--- src/rtl/cnn_pkg.sv ---
// Shared constants, pixel types and small arithmetic helpers for the pooling stage.
// POOL_AVG_EN widens the accumulator type so that partial sums can be held.
package cnn_pkg;
  localparam int DATA_WIDTH = 16;
  localparam int ConvOut    = 28;
  localparam int DepthC     = 6;
  localparam int PoolOut    = ConvOut / 2;

  localparam int COL_W  = $clog2(ConvOut);
  localparam int CHAN_W = $clog2(DepthC);
  localparam int IDX_W  = $clog2(PoolOut);

  typedef logic signed [DATA_WIDTH-1:0] pixel_t;

`ifdef POOL_AVG_EN
  typedef logic signed [DATA_WIDTH:0] acc_t;

  function automatic acc_t to_acc(input pixel_t p);
    return {p[DATA_WIDTH-1], p};
  endfunction
`else
  typedef pixel_t acc_t;

  function automatic acc_t to_acc(input pixel_t p);
    return p;
  endfunction
`endif

  function automatic pixel_t smax(input pixel_t a, input pixel_t b);
    return (a > b) ? a : b;
  endfunction

  function automatic pixel_t relu(input pixel_t v);
    return v[DATA_WIDTH-1] ? '0 : v;
  endfunction
endpackage

--- src/rtl/pool_linebuf.sv ---
// Row buffer of horizontal pair results: written on even input rows, read on odd rows.
// Combinational read, one write per cycle; contents need no reset.
module pool_linebuf
  import cnn_pkg::*;
#(
  parameter int WIDTH = DATA_WIDTH
)(
  input  logic             i_clk,
  input  logic             i_we,
  input  logic [IDX_W-1:0] i_waddr,
  input  logic [WIDTH-1:0] i_wdata,
  input  logic [IDX_W-1:0] i_raddr,
  output logic [WIDTH-1:0] o_rdata
);
  logic [WIDTH-1:0] r_mem [PoolOut];

  always_ff @(posedge i_clk) begin
    if (i_we) r_mem[i_waddr] <= i_wdata;
  end

  assign o_rdata = r_mem[i_raddr];
endmodule

--- src/rtl/conv_pool_relu_stream.sv ---
// 2x2 stride-2 pooling (max; average when POOL_AVG_EN is defined) then ReLU on a raster pixel stream.
// Output registered 1 cycle after a window's 4th pixel; single output slot, in_ready drops only while it stalls.
module conv_pool_relu_stream
  import cnn_pkg::*;
(
  input  logic                  clk,
  input  logic                  reset,
  input  logic                  in_valid,
  output logic                  in_ready,
  input  logic [DATA_WIDTH-1:0] in_data,
  output logic                  out_valid,
  input  logic                  out_ready,
  output logic [DATA_WIDTH-1:0] out_data,
  output logic                  frame_done
);
  localparam logic [COL_W-1:0]  COL_LAST  = COL_W'(ConvOut - 1);
  localparam logic [CHAN_W-1:0] CHAN_LAST = CHAN_W'(DepthC - 1);

  logic [COL_W-1:0]  r_col;
  logic [COL_W-1:0]  r_row;
  logic [CHAN_W-1:0] r_chan;
  acc_t              r_pair;
  logic              r_out_vld;
  pixel_t            r_out_dat;
  logic              r_out_last;

  logic              w_accept;
  logic              w_lb_we;
  logic              w_win_done;
  logic              w_frame_last;
  logic [IDX_W-1:0]  w_idx;
  pixel_t            w_pix;
  pixel_t            w_win;
  acc_t              w_hval;
  acc_t              w_lb_rdat;

  assign w_pix        = pixel_t'(in_data);
  assign in_ready     = !r_out_vld || out_ready;
  assign w_accept     = in_valid && in_ready;
  assign w_idx        = IDX_W'(r_col >> 1);
  assign w_lb_we      = w_accept && !r_row[0] && r_col[0];
  assign w_win_done   = w_accept && r_row[0] && r_col[0];
  assign w_frame_last = (r_chan == CHAN_LAST) && (r_row == COL_LAST) && (r_col == COL_LAST);

`ifdef POOL_AVG_EN
  logic signed [DATA_WIDTH+1:0] w_sum4;

  assign w_hval = r_pair + to_acc(w_pix);
  assign w_sum4 = {w_lb_rdat[DATA_WIDTH], w_lb_rdat} + {w_hval[DATA_WIDTH], w_hval};
  // Arithmetic shift floors toward minus infinity; the quotient always fits a pixel.
  assign w_win  = pixel_t'(w_sum4 >>> 2);
`else
  assign w_hval = smax(r_pair, w_pix);
  assign w_win  = smax(w_lb_rdat, w_hval);
`endif

  pool_linebuf #(
    .WIDTH ($bits(acc_t))
  ) u_linebuf (
    .i_clk   (clk),
    .i_we    (w_lb_we),
    .i_waddr (w_idx),
    .i_wdata (w_hval),
    .i_raddr (w_idx),
    .o_rdata (w_lb_rdat)
  );

  always_ff @(posedge clk or posedge reset) begin
    if (reset) begin
      r_col  <= '0;
      r_row  <= '0;
      r_chan <= '0;
      r_pair <= '0;
    end else if (w_accept) begin
      if (r_col == COL_LAST) begin
        r_col <= '0;
        if (r_row == COL_LAST) begin
          r_row  <= '0;
          r_chan <= (r_chan == CHAN_LAST) ? '0 : r_chan + CHAN_W'(1);
        end else begin
          r_row <= r_row + COL_W'(1);
        end
      end else begin
        r_col <= r_col + COL_W'(1);
      end
      if (!r_col[0]) r_pair <= to_acc(w_pix);
    end
  end

  // A completing window can only be accepted when the slot is empty or draining, so no result is lost.
  always_ff @(posedge clk or posedge reset) begin
    if (reset) begin
      r_out_vld  <= 1'b0;
      r_out_dat  <= '0;
      r_out_last <= 1'b0;
    end else if (w_win_done) begin
      r_out_vld  <= 1'b1;
      r_out_dat  <= relu(w_win);
      r_out_last <= w_frame_last;
    end else if (out_ready) begin
      r_out_vld <= 1'b0;
    end
  end

  assign out_valid  = r_out_vld;
  assign out_data   = r_out_dat;
  assign frame_done = r_out_vld && out_ready && r_out_last;
endmodule

--- config.mk ---
export PLATFORM = sky130hd
export DESIGN_NAME = conv_pool_relu_stream
export DESIGN_NICKNAME = d
export VERILOG_FILES = /design/src/rtl/cnn_pkg.sv /design/src/rtl/pool_linebuf.sv /design/src/rtl/conv_pool_relu_stream.sv
export SDC_FILE = /design/constraint.sdc
export NUM_CORES = 1
export LEC_CHECK = 0
export CAP_MARGIN = 30
export CORE_MARGIN = 3
export CORE_UTILIZATION = 50
export DETAILED_ROUTE_END_ITERATION = 6
export GPL_TIMING_DRIVEN = 1
export PLACE_DENSITY = 0.77
export SETUP_SLACK_MARGIN = 0.1
export SYNTH_ARGS = -nofsm -noshare
export SYNTH_HDL_FRONTEND = slang
export SYNTH_SLANG_ARGS = --single-unit
--- constraint.sdc ---
create_clock -name clk -period 11.8 [get_ports clk]
set_clock_uncertainty 0.2 [all_clocks]
set_input_delay 1.18 -clock clk [delete_from_list [all_inputs] [get_ports clk]]
set_output_delay 1.18 -clock clk [all_outputs]
set_load 0.02 [all_outputs]
==> flow_summary.toml, run 1 <==
[placement]
place.gp.congestion = 0.869
place_area_sq_mm = 0.0125
place_hpwl_microns = 15800
dp_cells = 1037
port_buffers = 37

[yosys]
synth_warnings = 0
yosysUniqueCellTypes = 52
ys_seq_area_frac = 0.673
synth_ff_type = "edfxtp_1"
synth_top_area_share = 0.575
synth_nets = 750
synth_edf_count = 224
synth_largest_area_cell = "edfxtp_1"
syn-instance-count = 697
syn_avg_cell_area_sq_um = 16.8
synth_seq_cells = 270
synth_area_leaders = "edfxtp_1 (58%), mux4_2 (11%), dfrtp_1 (9.8%), ha_1 (3.5%), mux2_2 (3.1%)"
async_flop_share = 0.170
syn_area_sq_mm = 0.0117

[status]
status = "completed"

[clock_network]
cts_root_buf = "clkbuf_16"
ctsHoldBuffers = 0
cts_resized = 0
clkLatencyLatePin_ns = 0.55
cts_made_buffers = 27
tritoncts = "done"
clk_path_buf_depth = 3
h-tree-depth = 1
path_clk_slew_ns = 0.05
clock-sinks = 270
cts_setup_buffers = 0

[setup_path]
path_max_fanout = 17
start_kind = "input pin"
crit_chain = "clkdlybuf4s50_1 -> inv_1 -> ha_1 -> nand4_1 -> o221ai_1 -> o21ai_0 -> a21oi_2 -> buf_6 -> nor2_1 -> a21oi_1 -> ha_1 -> and4_1 -> o211ai_1 -> inv_1 -> o221ai_2 -> a31oi_1 -> nor3_1 -> o21ai_1 -> buf_4 -> o211ai_2"
worstSetupPathType = "input pin to flop"
crit_required_ns = 12.00
arrival_ns = 6.11
cp_slowest_cell = "o21ai_1"
max_stage_delay_ns = 0.65
end_kind = "flop"

[die]
fp.dieArea_sq_mm = 0.0253
die_h_microns = 159
rows = 55
coreArea_sq_mm = 0.0228
dieWidth_microns = 159
io_pins = 39
start_util = 0.512

[final_layout]
area_growth_syn_to_layout_pct = 14.5
fill_cells = 1640
antenna_cells = 0
multiInputGateArea_sq_mm = 0.00354
layout-drive-gt1-share = 0.241
fin_area_sq_mm = 0.0134
final-instance-count-excl-fill = 1089
seq_area_sq_mm = 0.00788
fin_nets = 809

[sta]
hold_viol_final = 0
worst_pin_slew_ns = 1.04
worst_slew_margin_rel = 0.302
setup_viol = 0
drv_slew = 0
grt_setup_unrepaired = "false"
fmax_ghz = 0.169
tns_ns = 0
timing.final.crit_share = 0.501
fin_crit_ns = 5.92
hold_slack_ns = 0.278

[pwr]
seqPwrFrac = 0.396
peakVddDrop_uv = 146
fin_total_pwr_uw = 3550
share_comb_of_total_power = 0.369
sw_frac_of_total = 0.343
power.internal_uw = 2330
power_leakage_uw = 0.00475
p_clk_frac = 0.235
p_per_area_mw_per_mm2 = 265
power_switching_uw = 1220

[drt]
wl_per_cell_microns = 22.8
drcViolationCount = 0
wl_microns = 24900
vias_per_cell = 5.87
drtIter0Drc = 666
drtAntennaViolNets = 0
drt-pass1-iter-count = 5
num_vias = 6389

[global_route]
grt_usage = 0.196
grt_pass1_wl_microns = 38400
grt_pass1_vias = 6608
grt-ovfl-total = 0
antenna_found_initial = 0
grt_max_degree = 59

[flow_run]
cap_violations = 0

[hold_path]
min_path_type = "flop to flop"
-- metrics by stage --
| step | setup slack, ns | util |
|---|---|---|
| 5_1_grt | 5.54 | 0.586 |
| 2_1_floorplan | 6.87 | - |
| 4_1_cts | 5.97 | 0.585 |
| 3_3_place_gp | 5.31 | 0.546 |
| 6_report | 5.88 | 0.586 |
| 3_5_place_dp | 5.46 | 0.547 |
-- logic make-up after synthesis --
family / Yosys count / synth area share
muxes: 99 / 0.156
other: 1 / 0.000321
and+or+nand+nor: 149 / 0.0640
AOI/OAI and AO/OA: 74 / 0.0440
adders and majority gates: 33 / 0.0353
buffers and inverters: 69 / 0.0257
xor gates and xnor gates: 2 / 0.00150
DFF: 270 / 0.673
-- state kept, by name, indices dropped and copies added (netlist names) --
name             count
u_linebuf.r_mem    224
out_data            15
r_row                5
r_pair              16
out_valid            1
r_chan               3
r_out_last           1
r_col                5
-- area by class of cell --
type | count | area share
inverters | 37 | 0.0104
clock inverters | 16 | 0.0123
clock buffers | 33 | 0.0521
multi-input cells | 358 | 0.264
flip-flops and latches | 270 | 0.588
well taps | 313 | 0.0292
repair buffers | 62 | 0.0431
-- layer usage --
metal | vias to the layer above | track usage | wire length (microns)
li1 | 2828 | - | -
met1 | 3269 | 0.261 | 9960
met2 | 245 | 0.332 | 12500
met3 | 47 | 0.0398 | 1800
met4 | 0 | 0.0581 | 598
met5 | - | 0 | 0
-- placed cells by master, fill, tap and decap left out, drive strengths merged, types with 25 or more instances in the layout --
cell / n
dfrtp: 46
clkdlybuf4s50: 37
clkbuf: 33
edfxtp: 224
buf: 25
inv: 38
a21oi: 28
mux4: 62
nand2: 48
nor2: 37
ha: 33
mux2: 33
-- worst paths after layout --
| kind | endpoint | cells past startpoint | slack [ns] | from |
|---|---|---|---|---|
| worst max-delay path | out_data[4] | 20 | 5.88 | in_data[7] |
| worst min-delay path | r_out_last | 2 | 0.28 | r_out_last |
| worst max register to register | out_data[4] | 13 | 6.51 | r_col[1] |
| worst min register to register | r_out_last | 2 | 0.28 | r_out_last |
| max in group asynchronous | out_data[4] | 3 | 10.35 | reset |
| min in group asynchronous | out_valid | 2 | 0.62 | reset |
-- synth_stat cells, drive strengths merged, types with 4 or more instances --
cell type,instances
ha,33
inv,37
o21ai,15
nand2b,9
nand2,48
mux2,33
mux2i,4
dfrtp,46
buf,18
a21oi,28
nand3,22
clkbuf,14
edfxtp,224
mux4,62
o211ai,16
nand4,4
a21o,4
nor3,11
nor2,37
-- power groups by stage --
stage	Combinational, uW	Clock [uW]	Sequential, uW
floorplan	916	0	1410
global placement	1220	0	1420
detailed placement	1280	0	1420
CTS	1290	851	1410
global route	1420	887	1420
finish	1310	833	1410
-- worst max-delay path: cells and delay by family --
kind / cells / cell delay [ns]
buf+inv: 5 / 1.23
compound gates: 9 / 2.57
simple gates: 4 / 0.59
fa+ha+maj: 2 / 0.55
(Power assumes the default switching activity.)
==> run 2: changes to the inputs <==
Clock period 11.8 ns to 6.1 ns, I/O delays scaled along.
==> run 2 against run 1 <==
Register-to-register slack got worse by 5.5 ns. Largest cell class unchanged. Combinational power increased by 92%. Die area unchanged. Via count increased by 1.2%. First-iteration DRC count decreased by 1.7%. Final cell count increased by 0.73%. Total power increased by 94%. Clock power increased by 92%. Sequential share of layout area decreased by 0.24 points.
==> flow_summary.toml, run 2 (synthesized netlist as in run 1, its figures left out) <==
[global_route]
grt-ovfl-total = 0
grt_pass1_wl_microns = 39800
antenna_found_initial = 1
grt_max_degree = 53
grt_pass1_vias = 6759
grt_usage = 0.203

[clock_network]
cts_resized = 0
clkLatencyLatePin_ns = 0.55
clk_path_buf_depth = 3
path_clk_slew_ns = 0.07
cts_setup_buffers = 0
cts_root_buf = "clkbuf_16"
h-tree-depth = 1
ctsHoldBuffers = 0
clock-sinks = 270
tritoncts = "done"
cts_made_buffers = 27

[setup_path]
cp_slowest_cell = "or3_1"
end_kind = "flop"
max_stage_delay_ns = 0.67
crit_required_ns = 6.31
arrival_ns = 5.47
worstSetupPathType = "input pin to flop"
path_common_cell = "a21oi_1"
crit_chain = "clkdlybuf4s50_1 -> inv_1 -> ha_1 -> nand4_1 -> o221ai_1 -> o21ai_0 -> a21oi_2 -> buf_4 -> nor2_1 -> a21oi_1 -> ha_1 -> a21o_1 -> a21oi_1 -> nor2b_1 -> o21ai_0 -> a21oi_1 -> or3_1 -> nand3_1 -> o211ai_1"
path_max_fanout = 17
start_kind = "input pin"

[pwr]
p_per_area_mw_per_mm2 = 512
power_leakage_uw = 0.00478
peakVddDrop_uv = 267
fin_total_pwr_uw = 6890

[die]
fp.dieArea_sq_mm = 0.0253
rows = 55
coreArea_sq_mm = 0.0228
dieWidth_microns = 159
io_pins = 39
die_h_microns = 159
start_util = 0.512

[drt]
drtAntennaViolNets = 0
drtIter0Drc = 655
highest_layer = "met5"
met1_length_microns = 10300
wl_microns = 25400
wl_per_cell_microns = 23.2
drcViolationCount = 0
drt-pass1-iter-count = 7
wl_met2_microns = 12500
vias_per_cell = 5.89
num_vias = 6463
wl_met3_microns = 1720

[sta]
fin_crit_ns = 5.26
fmax_ghz = 0.190
drv_slew = 0
tns_ns = 0
grt_setup_unrepaired = "false"
hold_viol_final = 0
worst_pin_slew_ns = 0.919
timing.final.crit_share = 0.862
setup_viol = 0
worst_slew_margin_rel = 0.384

[final_layout]
largest_reg_flops = 224
layout-drive-gt1-share = 0.256
fill_cells = 1673
fin_nets = 816
top_register = "u_linebuf.r_mem"
mostFrequentLayoutCells = "edfxtp_1 (224), mux4_2 (59), nand2_1 (48), dfrtp_1 (44), clkdlybuf4s50_1 (37)"
antenna_cells = 0
area_growth_syn_to_layout_pct = 15.0
layout_commonest_cell = "edfxtp_1"

[placement]
place_hpwl_microns = 16400
place.gp.congestion = 0.904
port_buffers = 37

[hold_path]
min_path_type = "input pin to asynchronous set/reset pin"

[flow_run]
cap_violations = 0

[status]
status = "completed"
[run 2: worst paths after layout]
kind,slack [ns],from,cells past startpoint,endpoint
hold / removal,0.14,reset,2,r_col[0]
min in group clk,0.27,r_out_last,2,r_out_last
setup / recovery,0.84,in_data[7],19,out_data[12]
setup reg to reg,1.05,r_pair[7],17,out_data[12]
hold reg to reg,0.27,r_out_last,2,r_out_last
max in group asynchronous,5.06,reset,3,r_pair[3]
[run 2: cell type report]
cell class	count	area (sq um)	share of cell area
Multi-Input combinational cell	358	3540	0.263
Clock inverter	17	161	0.0120
Sequential cell	270	7880	0.586
Clock buffer	33	698	0.0519
Timing Repair Buffer	69	636	0.0473
Inverter	37	139	0.0103
Tap cell	313	392	0.0291
[run 2: metal layers]
layer  GRT usage  up-vias
met3      0.0372       55
met1       0.274     3306
met2       0.338      257
met4      0.0700        2
met5           0        -
li1            -     2843
[run 2: critical path, delay by kind of cell]
| kind | cells | cell delay (ns) |
|---|---|---|
| simple gates | 5 | 1.17 |
| compound gates | 9 | 2.15 |
| fa+ha+maj | 2 | 0.66 |
| buf+inv | 3 | 0.86 |
[run 2: where the power goes]
| group | internal [uW] | leakage (uW) | switching, uW |
|---|---|---|---|
| clock | 909 | 0.000413 | 688 |
| combinational | 1030 | 0.00176 | 1490 |
| sequential | 2570 | 0.00261 | 207 |
[run 2: metrics by stage]
step                      setup WS [ns]  hold WS [ns]   util  cells  cell area (sq um)
after detailed placement          0.373         0.264  0.550   1045              12600
final                             0.840         0.139  0.589   1097              13500
after floorplan                    1.74         0.243      -    697              11700
after global placement            0.507         0.260  0.549   1044              12500
after global routing              0.435         0.164  0.589   1097              13500
after CTS                         0.951         0.133  0.588   1095              13400
